==> config.mk <==
export PLATFORM = sky130hd
export DESIGN_NAME = uart_rx_ctrl_flat
export DESIGN_NICKNAME = d
export VERILOG_FILES = /design/src/rtl/uart_rx_ctrl_if.sv /design/src/rtl/uart_rx_ctrl.sv /design/src/flat_wrapper.sv
export SDC_FILE = /design/constraint.sdc
export NUM_CORES = 1
export LEC_CHECK = 0
export BUFFER_PORTS_ARGS = -buffer_cell sky130_fd_sc_hd__clkbuf_2
export CAP_MARGIN = 20
export CORE_ASPECT_RATIO = 0.7
export CORE_UTILIZATION = 36
export DETAILED_ROUTE_END_ITERATION = 6
export GPL_TIMING_DRIVEN = 0
export PLACE_DENSITY = 0.5
export SYNTH_ARGS = -nofsm -noshare
export SYNTH_HDL_FRONTEND = slang
export SYNTH_SLANG_ARGS = --single-unit
export TNS_END_PERCENT = 20
==> constraint.sdc <==
create_clock -name clk -period 3.5 [get_ports clk]
set_input_delay 0.35 -clock clk [delete_from_list [all_inputs] [get_ports clk]]
set_output_delay 0.35 -clock clk [all_outputs]
set_load 0.005 [all_outputs]
==> src/rtl/uart_rx_ctrl_if.sv <==
// Receive-byte handshake bundle between uart_rx_ctrl and its consumer.
// rx_data/rx_valid flow out of the receiver; rx_ready flows back.
interface uart_rx_ctrl_if #(
    parameter int DATA_WIDTH = 8
);
    logic [DATA_WIDTH-1:0] rx_data;
    logic                  rx_valid;
    logic                  rx_ready;

    modport master (
        output rx_data,
        output rx_valid,
        input  rx_ready
    );

    modport slave (
        input  rx_data,
        input  rx_valid,
        output rx_ready
    );
endinterface

==> src/rtl/uart_rx_ctrl.sv <==
// UART receive sequencer: sync, start detect, mid-bit sampling, stop check.
// Ports: clk, reset (async high), baud_tick (16x strobe), rx (raw line),
//   sipo_shift_en/sipo_bit (per-bit strobe), framing_err, overrun_err,
//   busy, rx_if.master (rx_data, rx_valid out; rx_ready in).
module uart_rx_ctrl #(
    parameter int DATA_WIDTH = 8,
    parameter int OVERSAMPLE = 16
) (
    input  logic             clk,
    input  logic             reset,
    input  logic             baud_tick,
    input  logic             rx,
    output logic             sipo_shift_en,
    output logic             sipo_bit,
    output logic             framing_err,
    output logic             overrun_err,
    output logic             busy,
    uart_rx_ctrl_if.master   rx_if
);
    localparam int TW = $clog2(OVERSAMPLE);
    localparam int BW = $clog2(DATA_WIDTH + 1);
    localparam logic [TW-1:0] TICK_MID  = TW'(OVERSAMPLE / 2 - 1);
    localparam logic [TW-1:0] TICK_LAST = TW'(OVERSAMPLE - 1);
    localparam logic [BW-1:0] BIT_LAST  = BW'(DATA_WIDTH - 1);

    typedef enum logic [1:0] {
        IDLE,
        START,
        DATA,
        STOP
    } state_t;

    state_t state, state_d;

    logic                  rx_meta, rx_s;
    logic                  armed;
    logic [TW-1:0]         tick_cnt;
    logic [BW-1:0]         bit_cnt;
    logic [DATA_WIDTH-1:0] capture;

    logic tick_clr, tick_inc;
    logic bit_clr;
    logic arm_clr;
    logic data_smp;
    logic stop_ok, stop_bad;
    logic blocked;

    // A finished byte cannot land while the old one sits unconsumed.
    assign blocked = rx_if.rx_valid & ~rx_if.rx_ready;
    assign busy    = (state != IDLE);

    always_ff @(posedge clk or posedge reset) begin
        if (reset) begin
            state <= IDLE;
        end else begin
            state <= state_d;
        end
    end

    always_comb begin
        state_d  = state;
        tick_clr = 1'b0;
        tick_inc = 1'b0;
        bit_clr  = 1'b0;
        arm_clr  = 1'b0;
        data_smp = 1'b0;
        stop_ok  = 1'b0;
        stop_bad = 1'b0;
        unique case (state)
            IDLE: begin
                // armed blocks a held-low line from retriggering
                if (baud_tick && armed && !rx_s) begin
                    state_d  = START;
                    tick_clr = 1'b1;
                    arm_clr  = 1'b1;
                end
            end
            START: begin
                if (baud_tick) begin
                    if (tick_cnt == TICK_MID) begin
                        if (!rx_s) begin
                            state_d  = DATA;
                            tick_clr = 1'b1;
                            bit_clr  = 1'b1;
                        end else begin
                            state_d = IDLE;
                        end
                    end else begin
                        tick_inc = 1'b1;
                    end
                end
            end
            DATA: begin
                if (baud_tick) begin
                    if (tick_cnt == TICK_LAST) begin
                        data_smp = 1'b1;
                        tick_clr = 1'b1;
                        if (bit_cnt == BIT_LAST) begin
                            state_d = STOP;
                        end
                    end else begin
                        tick_inc = 1'b1;
                    end
                end
            end
            STOP: begin
                if (baud_tick) begin
                    if (tick_cnt == TICK_LAST) begin
                        stop_ok  = rx_s;
                        stop_bad = ~rx_s;
                        tick_clr = 1'b1;
                        state_d  = IDLE;
                    end else begin
                        tick_inc = 1'b1;
                    end
                end
            end
            default: state_d = IDLE;
        endcase
    end

    always_ff @(posedge clk or posedge reset) begin
        if (reset) begin
            rx_meta        <= 1'b1;
            rx_s           <= 1'b1;
            armed          <= 1'b0;
            tick_cnt       <= '0;
            bit_cnt        <= '0;
            capture        <= '0;
            sipo_shift_en  <= 1'b0;
            sipo_bit       <= 1'b0;
            framing_err    <= 1'b0;
            overrun_err    <= 1'b0;
            rx_if.rx_data  <= '0;
            rx_if.rx_valid <= 1'b0;
        end else begin
            rx_meta <= rx;
            rx_s    <= rx_meta;

            if (arm_clr) begin
                armed <= 1'b0;
            end else if (state == IDLE && rx_s) begin
                armed <= 1'b1;
            end

            if (tick_clr) begin
                tick_cnt <= '0;
            end else if (tick_inc) begin
                tick_cnt <= tick_cnt + TW'(1);
            end

            if (bit_clr) begin
                bit_cnt <= '0;
            end else if (data_smp) begin
                bit_cnt <= bit_cnt + BW'(1);
            end

            sipo_shift_en <= data_smp;
            if (data_smp) begin
                sipo_bit <= rx_s;
                // first line bit ends up in bit0 after the last shift
                capture  <= {rx_s, capture[DATA_WIDTH-1:1]};
            end

            framing_err <= stop_bad;
            overrun_err <= stop_ok & blocked;

            if (stop_ok && !blocked) begin
                rx_if.rx_data  <= capture;
                rx_if.rx_valid <= 1'b1;
            end else if (rx_if.rx_valid && rx_if.rx_ready) begin
                rx_if.rx_valid <= 1'b0;
            end
        end
    end
endmodule

==> src/flat_wrapper.sv <==
// flat-port wrapper written by rule: the top's interface ports become plain ports
module uart_rx_ctrl_flat 
#(
    parameter int DATA_WIDTH = 8,
    parameter int OVERSAMPLE = 16
)
  (clk, reset, baud_tick, rx, sipo_shift_en, sipo_bit, framing_err, overrun_err, busy, rx_if_rx_data, rx_if_rx_valid, rx_if_rx_ready);
  uart_rx_ctrl_if #(.DATA_WIDTH(DATA_WIDTH)) rx_if_i ();
  input  logic clk;
  input  logic reset;
  input  logic baud_tick;
  input  logic rx;
  output logic sipo_shift_en;
  output logic sipo_bit;
  output logic framing_err;
  output logic overrun_err;
  output logic busy;
  output wire logic [$bits(rx_if_i.rx_data)-1:0] rx_if_rx_data;
  output wire logic [$bits(rx_if_i.rx_valid)-1:0] rx_if_rx_valid;
  input wire logic [$bits(rx_if_i.rx_ready)-1:0] rx_if_rx_ready;
  assign rx_if_rx_data = rx_if_i.rx_data;
  assign rx_if_rx_valid = rx_if_i.rx_valid;
  assign rx_if_i.rx_ready = rx_if_rx_ready;
  uart_rx_ctrl #(.DATA_WIDTH(DATA_WIDTH), .OVERSAMPLE(OVERSAMPLE)) u_core (.clk(clk), .reset(reset), .baud_tick(baud_tick), .rx(rx), .sipo_shift_en(sipo_shift_en), .sipo_bit(sipo_bit), .framing_err(framing_err), .overrun_err(overrun_err), .busy(busy), .rx_if(rx_if_i));
endmodule
# After elaboration in Yosys (flattened, before gate mapping)
# Index checks and enable logic that the tools add are counted.
[word_totals]
in_bits = 5
elab_cells = 87
output_inout_bits = 14
reg_bits = 34
[op_classes]
addsub = 2
n_mux = 39
bitwise = 4
reduce_logical = 15
n_eq_ne = 14
[op_table]
columns = ["op", "count"]
rows = [
  ["$mux W1", 23],
  ["$mux W2", 9],
  ["$mux W4", 4],
  ["$ne A2 B1 Y1 const B", 5],
  ["$reduce_bool A2 Y1", 5],
  ["$add A4 B1 Y4 const B", 2],
  ["$eq A4 B3 Y1 const B", 2],
  ["$pmux W2 S4", 1],
  ["$reduce_and A8 Y1", 1],
  ["$ne A2 B2 Y1 const B", 3],
  ["$logic_and A1 B1 Y1", 5],
  ["$eq A2 B2 Y1 const B", 2],
  ["$eq A4 B4 Y1 const B", 1],
  ["$pmux W1 S3", 1],
  ["$and A1 B1 Y1", 2],
  ["$eq A2 B1 Y1 const B", 1],
  ["$logic_not A1 Y1", 2],
  ["$logic_not A2 Y1", 1],
  ["$not A1 Y1", 2],
  ["$pmux W1 S2", 1],
  ["$reduce_or A2 Y1", 1],
]

# Longest topological paths before layout
# Gate-level depths: netlist of the first run.
[logic_depth]
word_depth = 6
depth_mapped = 6
mapped_depth_nobuf = 5

# Worst setup path before layout of the first run
# Ideal clock, no wire load.
[synth_timing]
path_type = "register to register"
startpoint = "reg u_core.tick_cnt[0]"
endpoint = "reg u_core.rx_if.rx_data[0]"
period_less_slack_ns = 1.618
required_ns = 3.375
stages_incl_launch_ff = 7
n_path_buf = 1
path_slack_ns = 1.882
setup_time_ns = 0.125
arrival_ns = 1.494
cell_sequence = "dfrtp_1 ha_1 and4_4 nand4_4 nor2b_2 buf_6 mux2_2"
[synth_via]
elab_chain_len = 5
[synth_lines]
columns = ["item", "line", "rtl"]
rows = [
  ["start, declared", "uart_rx_ctrl.sv:37", "logic [TW-1:0] tick_cnt;"],
  ["start signal, assigned", "uart_rx_ctrl.sv:149", "tick_cnt <= tick_cnt + TW'(1);"],
  ["$eq A4 B4 Y1", "uart_rx_ctrl.sv:108", "if (tick_cnt == TICK_LAST) begin"],
  ["$mux W1", "uart_rx_ctrl.sv:108", ""],
  ["$mux W1", "uart_rx_ctrl.sv:107", "if (baud_tick) begin"],
  ["$mux W1", "uart_rx_ctrl.sv:69", "unique case (state)"],
  ["$logic_and A1 B1 Y1", "uart_rx_ctrl.sv:168", "if (stop_ok && !blocked) begin"],
  ["end signal, assigned", "uart_rx_ctrl.sv:169", "rx_if.rx_data <= capture;"],
  ["end, declared", "uart_rx_ctrl_if.sv:11", "output rx_data,"],
]
# No other way between the ends.
# A chain may end at the register's enable or synchronous reset.

==> flow_summary_export.csv, run 1 <==
group,metric,value,unit
run_status,status,"completed",
timing,post-route-min-period,1.941,ns
grt,grt_first_pass_wirelength,4554,µm
worst_setup_path,arrival,1.59,ns
power,power_density,643.5,nW/µm²
placement,gp_congestion,0.7596,
die,io_pins,19,
timing,skew,0.003734,ns
finish,n_antenna_cell,0,
worst_setup_path,slowest_delay,0.48,ns
worst_setup_path,cp_max_fo,10,
clocking,clk_pin_slew_worst_paths,0.07,ns
timing,relSlewSlack,49.65,%
clocking,cts_made_buffers,5,
worst_setup_path,r2r-start,"u_core.tick_cnt[0]",
power,ir_drop,0.2970,mV
worst_hold_path,min_path_type,"in2async",
detailed_routing,firstDrtPassIters,4,
die,dieWidth,79.00,µm
die,die_area,4415,µm²
grt,track_usage,13.90,%
clocking,clk_latency,0.28,ns
worst_setup_path,rrSetupSlack,1.64,ns
finish,nets,149,
grt,grt-ovfl-total,0,
die,die_y,55.90,µm
timing,tightestPinTransition,0.7455,ns
power,p_leak,0.8504,nW
timing,finalCritPeriodShare,55.47,%
placement,dp_hpwl,1937,µm
finish,drive_above_1_share,39.86,%
worst_setup_path,crit_path_start_kind,"flop",
clocking,ctsResizeCount,0,
synthesis,synthesis.nets,123,
clocking,clock_path_buffers,2,
synthesis,syn_avg_cell_area,12.88,µm²
finish,syn_to_final_growth,19.01,%
clocking,cts_hold_buf,0,
die,start_util,37.86,%
clocking,cts.sinks,33,
synthesis,ys_ff_latch,33,
worst_setup_path,r2r_cells,5,
detailed_routing,dr_total_vias,979,
detailed_routing,drt-total-wl,2628,µm
detailed_routing,ant_nets,0,
synthesis,yosys-top-cells-area,"dfrtp_1 52%, mux2_2 11%, dfstp_2 3.5%",
die,rows,19,
synthesis,synth_area,1494,µm²
clocking,htree_num_levels,2,
clocking,postCtsSetupBuffers,0,
detailed_routing,drc,0,
timing,rsz0062_at_grt,"no",
clocking,clock-root-buffer,"clkbuf_8",
clocking,cts_tree,"yes",
synthesis,async_flop_share,100.0,%
worst_setup_path,reg2reg_to,"u_core.bit_cnt[0]",
synthesis,yosys.area.top_type,"dfrtp_1",
synthesis,ys.flop_type,"dfrtp_1",
timing,fmax,0.5151,GHz
grt,grt_max_degree,21,
die,core-area,3946,µm²
synthesis,synth_top_area_share,51.93,%
synthesis,synth_cells,116,
detailed_routing,drtIter0Drc,40,
timing,hold_viol_final,0,
worst_setup_path,cp.required,3.15,ns
worst_setup_path,endpoint,"busy",
synthesis,synth.distinct_cells,40,
worst_setup_path,slowest_stage,"nor2_1",
timing,tns,0,ns
synthesis,synth-edff-count,0,
grt,grt_pass1_vias,933,
timing,slew_viol_final,0,
detailed_routing,wl_per_cell,13.48,µm
worst_setup_path,cp-end-kind,"output port",
synthesis,ys_seq_area_share,55.44,%
grt,antenna_found_initial,0,
synthesis,ys.warnings.count,0,
run,max-cap-violations,0,
worst_setup_path,cp_cell_sequence,"buf_6 -> nor2_1 -> inv_1 -> clkbuf_2",
timing,setup_viol,0,
placement,io_buffers,18,
worst_setup_path,path_class,"reg2out",
timing,whs,0.1161,ns
detailed_routing,viasPerCell,5.021,
## power by group
| group | switching, mW | internal, mW | leakage (nW) |
|---|---|---|---|
| logic | 0.171 | 0.155 | 0.364 |
| registers | 0.0657 | 0.445 | 0.432 |
| clock network | 0.130 | 0.178 | 0.0542 |
| total | 0.367 | 0.777 | 0.850 |
## synth_stat cells, types with 2 or more instances
cell type / instances
nand3_1: 2
dfstp_2: 2
nand2b_1: 2
o21ai_0: 2
inv_1: 5
xnor2_1: 5
a21oi_1: 5
ha_1: 2
mux2_2: 15
nand2_1: 4
nor3_1: 2
buf_4: 2
buf_6: 2
nand4_1: 2
nor2_1: 9
dfrtp_1: 31
## worst max-delay path, delay by kind of cell (launching register included)
| family | cells | cell delay, ns |
|---|---|---|
| flip-flops | 1 | 0.44 |
| buffers and inverters | 3 | 0.39 |
| AND/OR/NAND/NOR | 1 | 0.48 |
## state kept, by name, summed over array words and instances, names as in the netlist, 4 cells and up, named ones only
register / count
u_core.rx_if.rx_data: 8
u_core.tick_cnt: 4
u_core.capture: 7
u_core.bit_cnt: 4
## area by class of cell
type                       instances  area (µm²)
tap                               52       65.06
clock inverter                     1       5.005
inverter                           5       18.77
fill                             385        2168
sequential                        33       828.3
multi-input combinational         74       609.3
buffer                             4       37.54
clock buffer                       7       96.34
timing repair buffer              19       117.6
## cell families after synthesis
logic type	count (synthesis)	share of synthesized area, %
xor gates and xnor gates	6	4.774
muxes	17	12.73
DFF	33	55.44
AOI/OAI and AO/OA	15	7.790
and+or+nand+nor	34	13.82
adders and majority gates	2	1.675
buffers and inverters	9	3.769
## per-layer routing
metal | vias to the layer above | global-route usage, % | part of all wire (%)
met5 | - | 0 | 0
met4 | 0 | 5.455 | 0.99
met3 | 4 | 4.426 | 3.7
met2 | 15 | 18.84 | 42
met1 | 494 | 20.43 | 53
li1 | 466 | - | -
## worst min-delay path by stage
stage	startpoint	endpoint	cells after the start
2_1_floorplan	u_core.rx_meta	u_core.rx_s	0
3_3_place_gp	u_core.rx_meta	u_core.rx_s	0
3_5_place_dp	u_core.rx_meta	u_core.rx_s	0
4_1_cts	reset	u_core.rx_if.rx_data[0]	2
5_1_grt	rx	u_core.rx_meta	1
6_report	reset	u_core.rx_if.rx_data[0]	2
## layout by cell type (no fill, tap or decap), drive strengths merged, types with 3 or more instances in the layout
cell	instances
dfrtp	31
a21oi	5
mux2	16
nor2	10
inv	5
clkbuf	25
nand2	4
xnor2	6
buf	5
nand4	3
## through the flow
step	cells	area, µm²	util (%)	worst slack [ns]	total power [mW]
after floorplan	116	1494	-	1.882	0.7698
after global placement	186	1649	41.79	1.647	0.8307
after detailed placement	187	1677	42.49	1.682	0.8434
after CTS	195	1778	45.05	1.540	1.160
after global routing	195	1778	45.05	1.413	1.219
final	195	1778	45.05	1.559	1.144
Note: power is estimated with default switching activity, not from simulation.
==> run 2, diff against run 1 <==
==> constraint.sdc (replaced) <==
create_clock -name clk -period 2 [get_ports clk]
set_input_delay 0.2 -clock clk [delete_from_list [all_inputs] [get_ports clk]]
set_output_delay 0.2 -clock clk [all_outputs]
set_load 0.005 [all_outputs]
==> run 2 against run 1 <==
Compared with the run above: sequential power rose by 75%; largest power group unchanged; global-route usage rose by 0.071 points; final area rose by 1.5%; cell count rose by 1.0%; largest cell class unchanged; highest routed layer unchanged.
==> flow_summary_export.csv, run 2 (synthesized netlist as in run 1, its figures left out) <==
group,metric,value,unit
clocking,clk_latency,0.28,ns
timing,rsz0062_at_grt,"no",
die,die_area,4415,µm²
die,io_pins,19,
worst_setup_path,crit_path_start_kind,"flop",
run_status,status,"completed",
die,die_y,55.90,µm
timing,finalCritPeriodShare,93.20,%
placement,dp.cells,187,
finish,nets,151,
timing,relSlewSlack,51.97,%
grt,grt_pass1_vias,943,
placement,io_buffers,18,
timing,setup_ws,0.1360,ns
clocking,clk_pin_slew_worst_paths,0.07,ns
die,core-area,3946,µm²
timing,fmax,0.5365,GHz
finish,final_util,45.75,%
detailed_routing,drt-total-wl,2626,µm
placement,dp_hpwl,1937,µm
clocking,cts.sinks,33,
timing,tns,0,ns
power,ir_drop,0.5203,mV
worst_setup_path,rrSetupSlack,0.14,ns
detailed_routing,wl_per_cell,13.33,µm
finish,syn_to_final_growth,20.85,%
worst_setup_path,cp.required,2.13,ns
worst_setup_path,slowest_stage,"nor4_1",
grt,antenna_found_initial,0,
worst_hold_path,min_path_type,"in2reg",
worst_setup_path,r2r-start,"u_core.tick_cnt[0]",
finish,largest_register_ffs,8,
finish,reg.largest.list,"u_core.rx_if.rx_data x8, u_core.capture x7",
detailed_routing,drc,0,
timing,post-route-min-period,1.864,ns
worst_setup_path,r2r_cells,5,
clocking,htree_num_levels,2,
clocking,clock-root-buffer,"clkbuf_8",
worst_setup_path,worstSetupStartpoint,"u_core.tick_cnt[0]",
worst_setup_path,slowest_delay,0.57,ns
timing,hold_viol_final,0,
clocking,clock_path_buffers,2,
finish,top_register,"u_core.rx_if.rx_data",
finish,n_antenna_cell,0,
grt,track_usage,13.97,%
placement,gp_congestion,0.7596,
die,rows,19,
timing,skew,0.003737,ns
worst_setup_path,endpoint,"u_core.bit_cnt[0]",
finish,final_cell_mix,"31 x dfrtp_1, 18 x clkbuf_2, 15 x mux2_2, 9 x nor2_1, 7 x clkbuf_8",
timing,slew_viol_final,0,
finish,final_cells,197,
placement,pre_cts_slack,0.1815,ns
timing,setup_viol,0,
worst_setup_path,cp-end-kind,"flop",
worst_setup_path,cp_cell_sequence,"ha_1 -> and2_2 -> nand3_1 -> nor4_1 -> nor2_1",
grt,grt-ovfl-total,0,
worst_setup_path,arrival,1.99,ns
worst_setup_path,cp_max_fo,5,
die,start_util,37.86,%
finish,final_common_cell,"dfrtp_1",
worst_setup_path,path_class,"reg2reg",
detailed_routing,ant_nets,0,
timing,tightestPinTransition,0.7138,ns
clocking,cts_made_buffers,5,
die,dieWidth,79.00,µm
grt,grt_first_pass_wirelength,4581,µm
run,max-cap-violations,0,
detailed_routing,viasPerCell,5.020,
detailed_routing,firstDrtPassIters,4,
clocking,cts_tree,"yes",
detailed_routing,drtIter0Drc,33,
power,p_leak,0.8648,nW
finish,drive_above_1_share,40.00,%
power,power_density,1113,nW/µm²
grt,grt_max_degree,21,
worst_setup_path,reg2reg_to,"u_core.bit_cnt[0]",
detailed_routing,dr_total_vias,989,
==> run 2: cell types whose count changed in the layout (fill, tap and decap cells not counted) <==
cell,delta
o41ai_2,+1
o41ai_1,-1
dlygate4sd3_1,+2
==> run 2: final cells by class <==
cell class	count	area, µm²
Clock inverter	1	5.005
Clock buffer	7	96.34
Tap cell	52	65.06
Inverter	5	18.77
Timing Repair Buffer	21	137.6
Multi-Input combinational cell	74	616.8
Fill cell	381	2141
Buffer	4	37.54
Sequential cell	33	828.3
==> run 2: metal layers <==
layer  wire length [µm]  up-vias  track usage [%]
li1                   -      474                -
met4                 29        0            5.455
met2               1102       17            19.09
met5                  0        -                0
met3                100        4            4.426
met1               1393      494            20.43
==> run 2: worst min path at each step <==
stage | startpoint | end | slack (ns) | depth (start not counted)
after CTS | rx_if_rx_ready | u_core.overrun_err | 0.20 | 3
final | rx_if_rx_ready | u_core.overrun_err | 0.21 | 3
after detailed placement | reset | u_core.rx_if.rx_data[0] | 0.27 | 2
after global routing | rx_if_rx_ready | u_core.overrun_err | 0.24 | 3
after floorplan | rx | u_core.rx_meta | 0.20 | 0
after global placement | rx | u_core.rx_meta | 0.30 | 1
==> run 2: timing repair <==
| action | in CTS | in global routing |
|---|---|---|
| gates resized for setup | 0 | 1 |
| buffers inserted | 0 | 0 |
| endpoints found under the setup margin | 0 | 4 |
| hold buffers | 2 | 0 |
| endpoints found under the hold margin | 14 | 0 |
==> run 2: critical path, delay by kind of cell, from the launching register on <==
family	cells	cell delay, ns
DFF	1	0.40
adders and majority gates	1	0.25
and+or+nand+nor	4	1.08
==> run 2: per-stage QoR <==
step / power [mW] / hold slack, ns / cell area [µm²]
after CTS: 2.032 / 0.2039 / 1798
final: 2.009 / 0.2088 / 1805
after global routing: 2.143 / 0.2428 / 1805
after floorplan: 1.347 / 0.2045 / 1494
after detailed placement: 1.476 / 0.2742 / 1677
after global placement: 1.454 / 0.2986 / 1649
==> run 2: power by group <==
| part | total [mW] | switching, mW | leakage (nW) | internal (mW) |
|---|---|---|---|---|
| Clock | 0.539 | 0.228 | 0.0542 | 0.311 |
| Combinational | 0.577 | 0.302 | 0.378 | 0.275 |
| Sequential | 0.893 | 0.114 | 0.432 | 0.778 |
==> run 3, diff against run 2 <==
--- a/config.mk
+++ b/config.mk
@@ -7,11 +7,13 @@
 export LEC_CHECK = 0
 export BUFFER_PORTS_ARGS = -buffer_cell sky130_fd_sc_hd__clkbuf_2
 export CAP_MARGIN = 20
+export CELL_PAD_IN_SITES_DETAIL_PLACEMENT = 1
+export CELL_PAD_IN_SITES_GLOBAL_PLACEMENT = 2
 export CORE_ASPECT_RATIO = 0.7
 export CORE_UTILIZATION = 36
 export DETAILED_ROUTE_END_ITERATION = 6
 export GPL_TIMING_DRIVEN = 0
-export PLACE_DENSITY = 0.5
+export PLACE_DENSITY = 0.69
 export SYNTH_ARGS = -nofsm -noshare
 export SYNTH_HDL_FRONTEND = slang
 export SYNTH_SLANG_ARGS = --single-unit
==> run 3 against run 2 <==
Compared with the run above: sequential cell count stayed put; first-iteration DRC count increased by 33%; register-to-register slack improved by 0.03 ns; setup slack improved by 0.029 ns; largest cell class unchanged; non-clock buffer count is the same; critical path type unchanged; maximum frequency grew 1.6%; final area is 0.69% lower; sequential power is essentially flat; wire length rose by 15%.
==> flow_summary_export.csv, run 3 (synthesized netlist as in run 1, its figures left out) <==
group,metric,value,unit
grt,track_usage,16.04,%
run,max-cap-violations,0,
detailed_routing,drt-total-wl,3021,µm
finish,final_cell_mix,"31 x dfrtp_1, 18 x clkbuf_2, 15 x mux2_2, 9 x nor2_1",
finish,nets,151,
finish,top_register,"u_core.rx_if.rx_data",
worst_setup_path,cp-end-kind,"flop",
timing,hold_viol_final,0,
finish,syn_to_final_growth,20.02,%
finish,n_antenna_cell,0,
worst_hold_path,holdPathEnd,"u_core.overrun_err",
timing,tns,0,ns
worst_setup_path,r2r-start,"u_core.tick_cnt[0]",
clocking,cts.sinks,33,
timing,skew,0.005542,ns
die,die_area,4415,µm²
die,core-area,3946,µm²
grt,antenna_found_initial,0,
detailed_routing,ant_nets,0,
die,dieWidth,79.00,µm
run_status,status,"completed",
finish,final_cells,197,
worst_setup_path,reg2reg_to,"u_core.capture[0]",
worst_setup_path,r2r_cells,5,
worst_setup_path,cp_max_fo,10,
die,die_y,55.90,µm
worst_hold_path,hold_path_depth,3,
finish,largest_register_ffs,8,
power,power_density,1099,nW/µm²
clocking,htree_num_levels,2,
timing,post-route-min-period,1.835,ns
clocking,clock-root-buffer,"clkbuf_8",
worst_hold_path,min_path_type,"in2reg",
placement,dp_hpwl,2174,µm
finish,reg.largest.list,"u_core.rx_if.rx_data x8, u_core.capture x7",
detailed_routing,drtIter0Drc,44,
worst_hold_path,hp-start,"rx_if_rx_ready",
timing,rsz0062_at_grt,"no",
timing,relSlewSlack,57.43,%
finish,fill_cells,445,
power,p_leak,0.8558,nW
placement,gp_congestion,0.7937,
power,finalPower,1.971,mW
timing,setup_viol,0,
clocking,clk_pin_slew_worst_paths,0.07,ns
grt,grt-ovfl-total,0,
placement,io_buffers,18,
worst_setup_path,path_class,"reg2reg",
detailed_routing,dr_total_vias,969,
finish,final_common_cell,"dfrtp_1",
grt,grt_max_degree,25,
clocking,clock_path_buffers,2,
clocking,cts_tree,"yes",
detailed_routing,firstDrtPassIters,3,
die,io_pins,19,
detailed_routing,drc,0,
detailed_routing,viasPerCell,4.919,
timing,tightestPinTransition,0.6362,ns
grt,grt_first_pass_wirelength,5257,µm
die,start_util,37.86,%
worst_setup_path,arrival,2.00,ns
clocking,clk_latency,0.28,ns
die,rows,19,
timing,slew_viol_final,0,
timing,fmax,0.5449,GHz
worst_setup_path,cp.required,2.17,ns
placement,dp.cells,187,
finish,drive_above_1_share,40.00,%
power,ir_drop,0.5213,mV
detailed_routing,wl_per_cell,15.34,µm
worst_setup_path,rrSetupSlack,0.16,ns
clocking,cts_made_buffers,5,
grt,grt_pass1_vias,992,
worst_setup_path,crit_path_start_kind,"flop",
timing,finalCritPeriodShare,91.77,%
run 3: changes by cell type in the layout (fill, tap and decap cells not counted):
cell,previous run,this run
clkbuf_8,7,5
nor4_2,0,1
nor4_1,1,0
clkinv_2,1,2
clkbuf_1,0,1
run 3: cell type report:
cell class	instances	area, µm²	area share (%)
tap	52	65.06	3.629
inverter	5	18.77	1.047
sequential	33	828.3	46.20
multi-input combinational	74	623.1	34.75
timing repair buffer	21	137.6	7.676
buffer	4	37.54	2.094
clock inverter	2	10.01	0.5583
clock buffer	6	72.57	4.047
run 3: how the worst max path moves through the flow:
stage,depth (start not counted),startpoint,end
floorplan,6,u_core.tick_cnt[0],u_core.rx_if.rx_data[0]
global placement,5,u_core.tick_cnt[0],u_core.tick_cnt[3]
detailed placement,5,u_core.tick_cnt[0],u_core.tick_cnt[0]
CTS,5,u_core.tick_cnt[0],u_core.tick_cnt[0]
global route,5,u_core.tick_cnt[0],u_core.capture[2]
finish,5,u_core.tick_cnt[0],u_core.capture[0]
run 3: critical path, cell delays in order (launching register included):
cell,delay (ns)
dfrtp_1,0.39
ha_1,0.28
nand4_1,0.28
nor2_2,0.21
buf_4,0.21
mux2_2,0.36
run 3: what timing repair did:
action	CTS	global route
hold endpoints to repair	10	0
hold buffers	2	0
setup buffers	0	0
gates resized for setup	0	2
setup endpoints to repair	0	7
run 3: through the flow:
step	worst slack (ns)	hold WS, ns	util [%]	cell area [µm²]
2_1_floorplan	0.3815	0.2045	-	1494
3_3_place_gp	0.08779	0.2974	41.79	1649
3_5_place_dp	0.02429	0.2312	42.49	1677
4_1_cts	0.01854	0.2033	45.09	1779
5_1_grt	0.02289	0.2540	45.43	1793
6_report	0.1646	0.2095	45.43	1793
run 3: power by group:
group | switching [mW] | internal (mW)
Sequential | 0.118 | 0.778
Clock | 0.239 | 0.241
Combinational | 0.319 | 0.276
run 3: per-layer routing:
metal  vias up  track usage (%)  part of all wire [%]
met5         -                0                     0
met4         0            5.455                  0.96
met3         2            4.590                   3.5
met2        14            22.66                    46
met1       491            23.41                    49
li1        462                -                     -
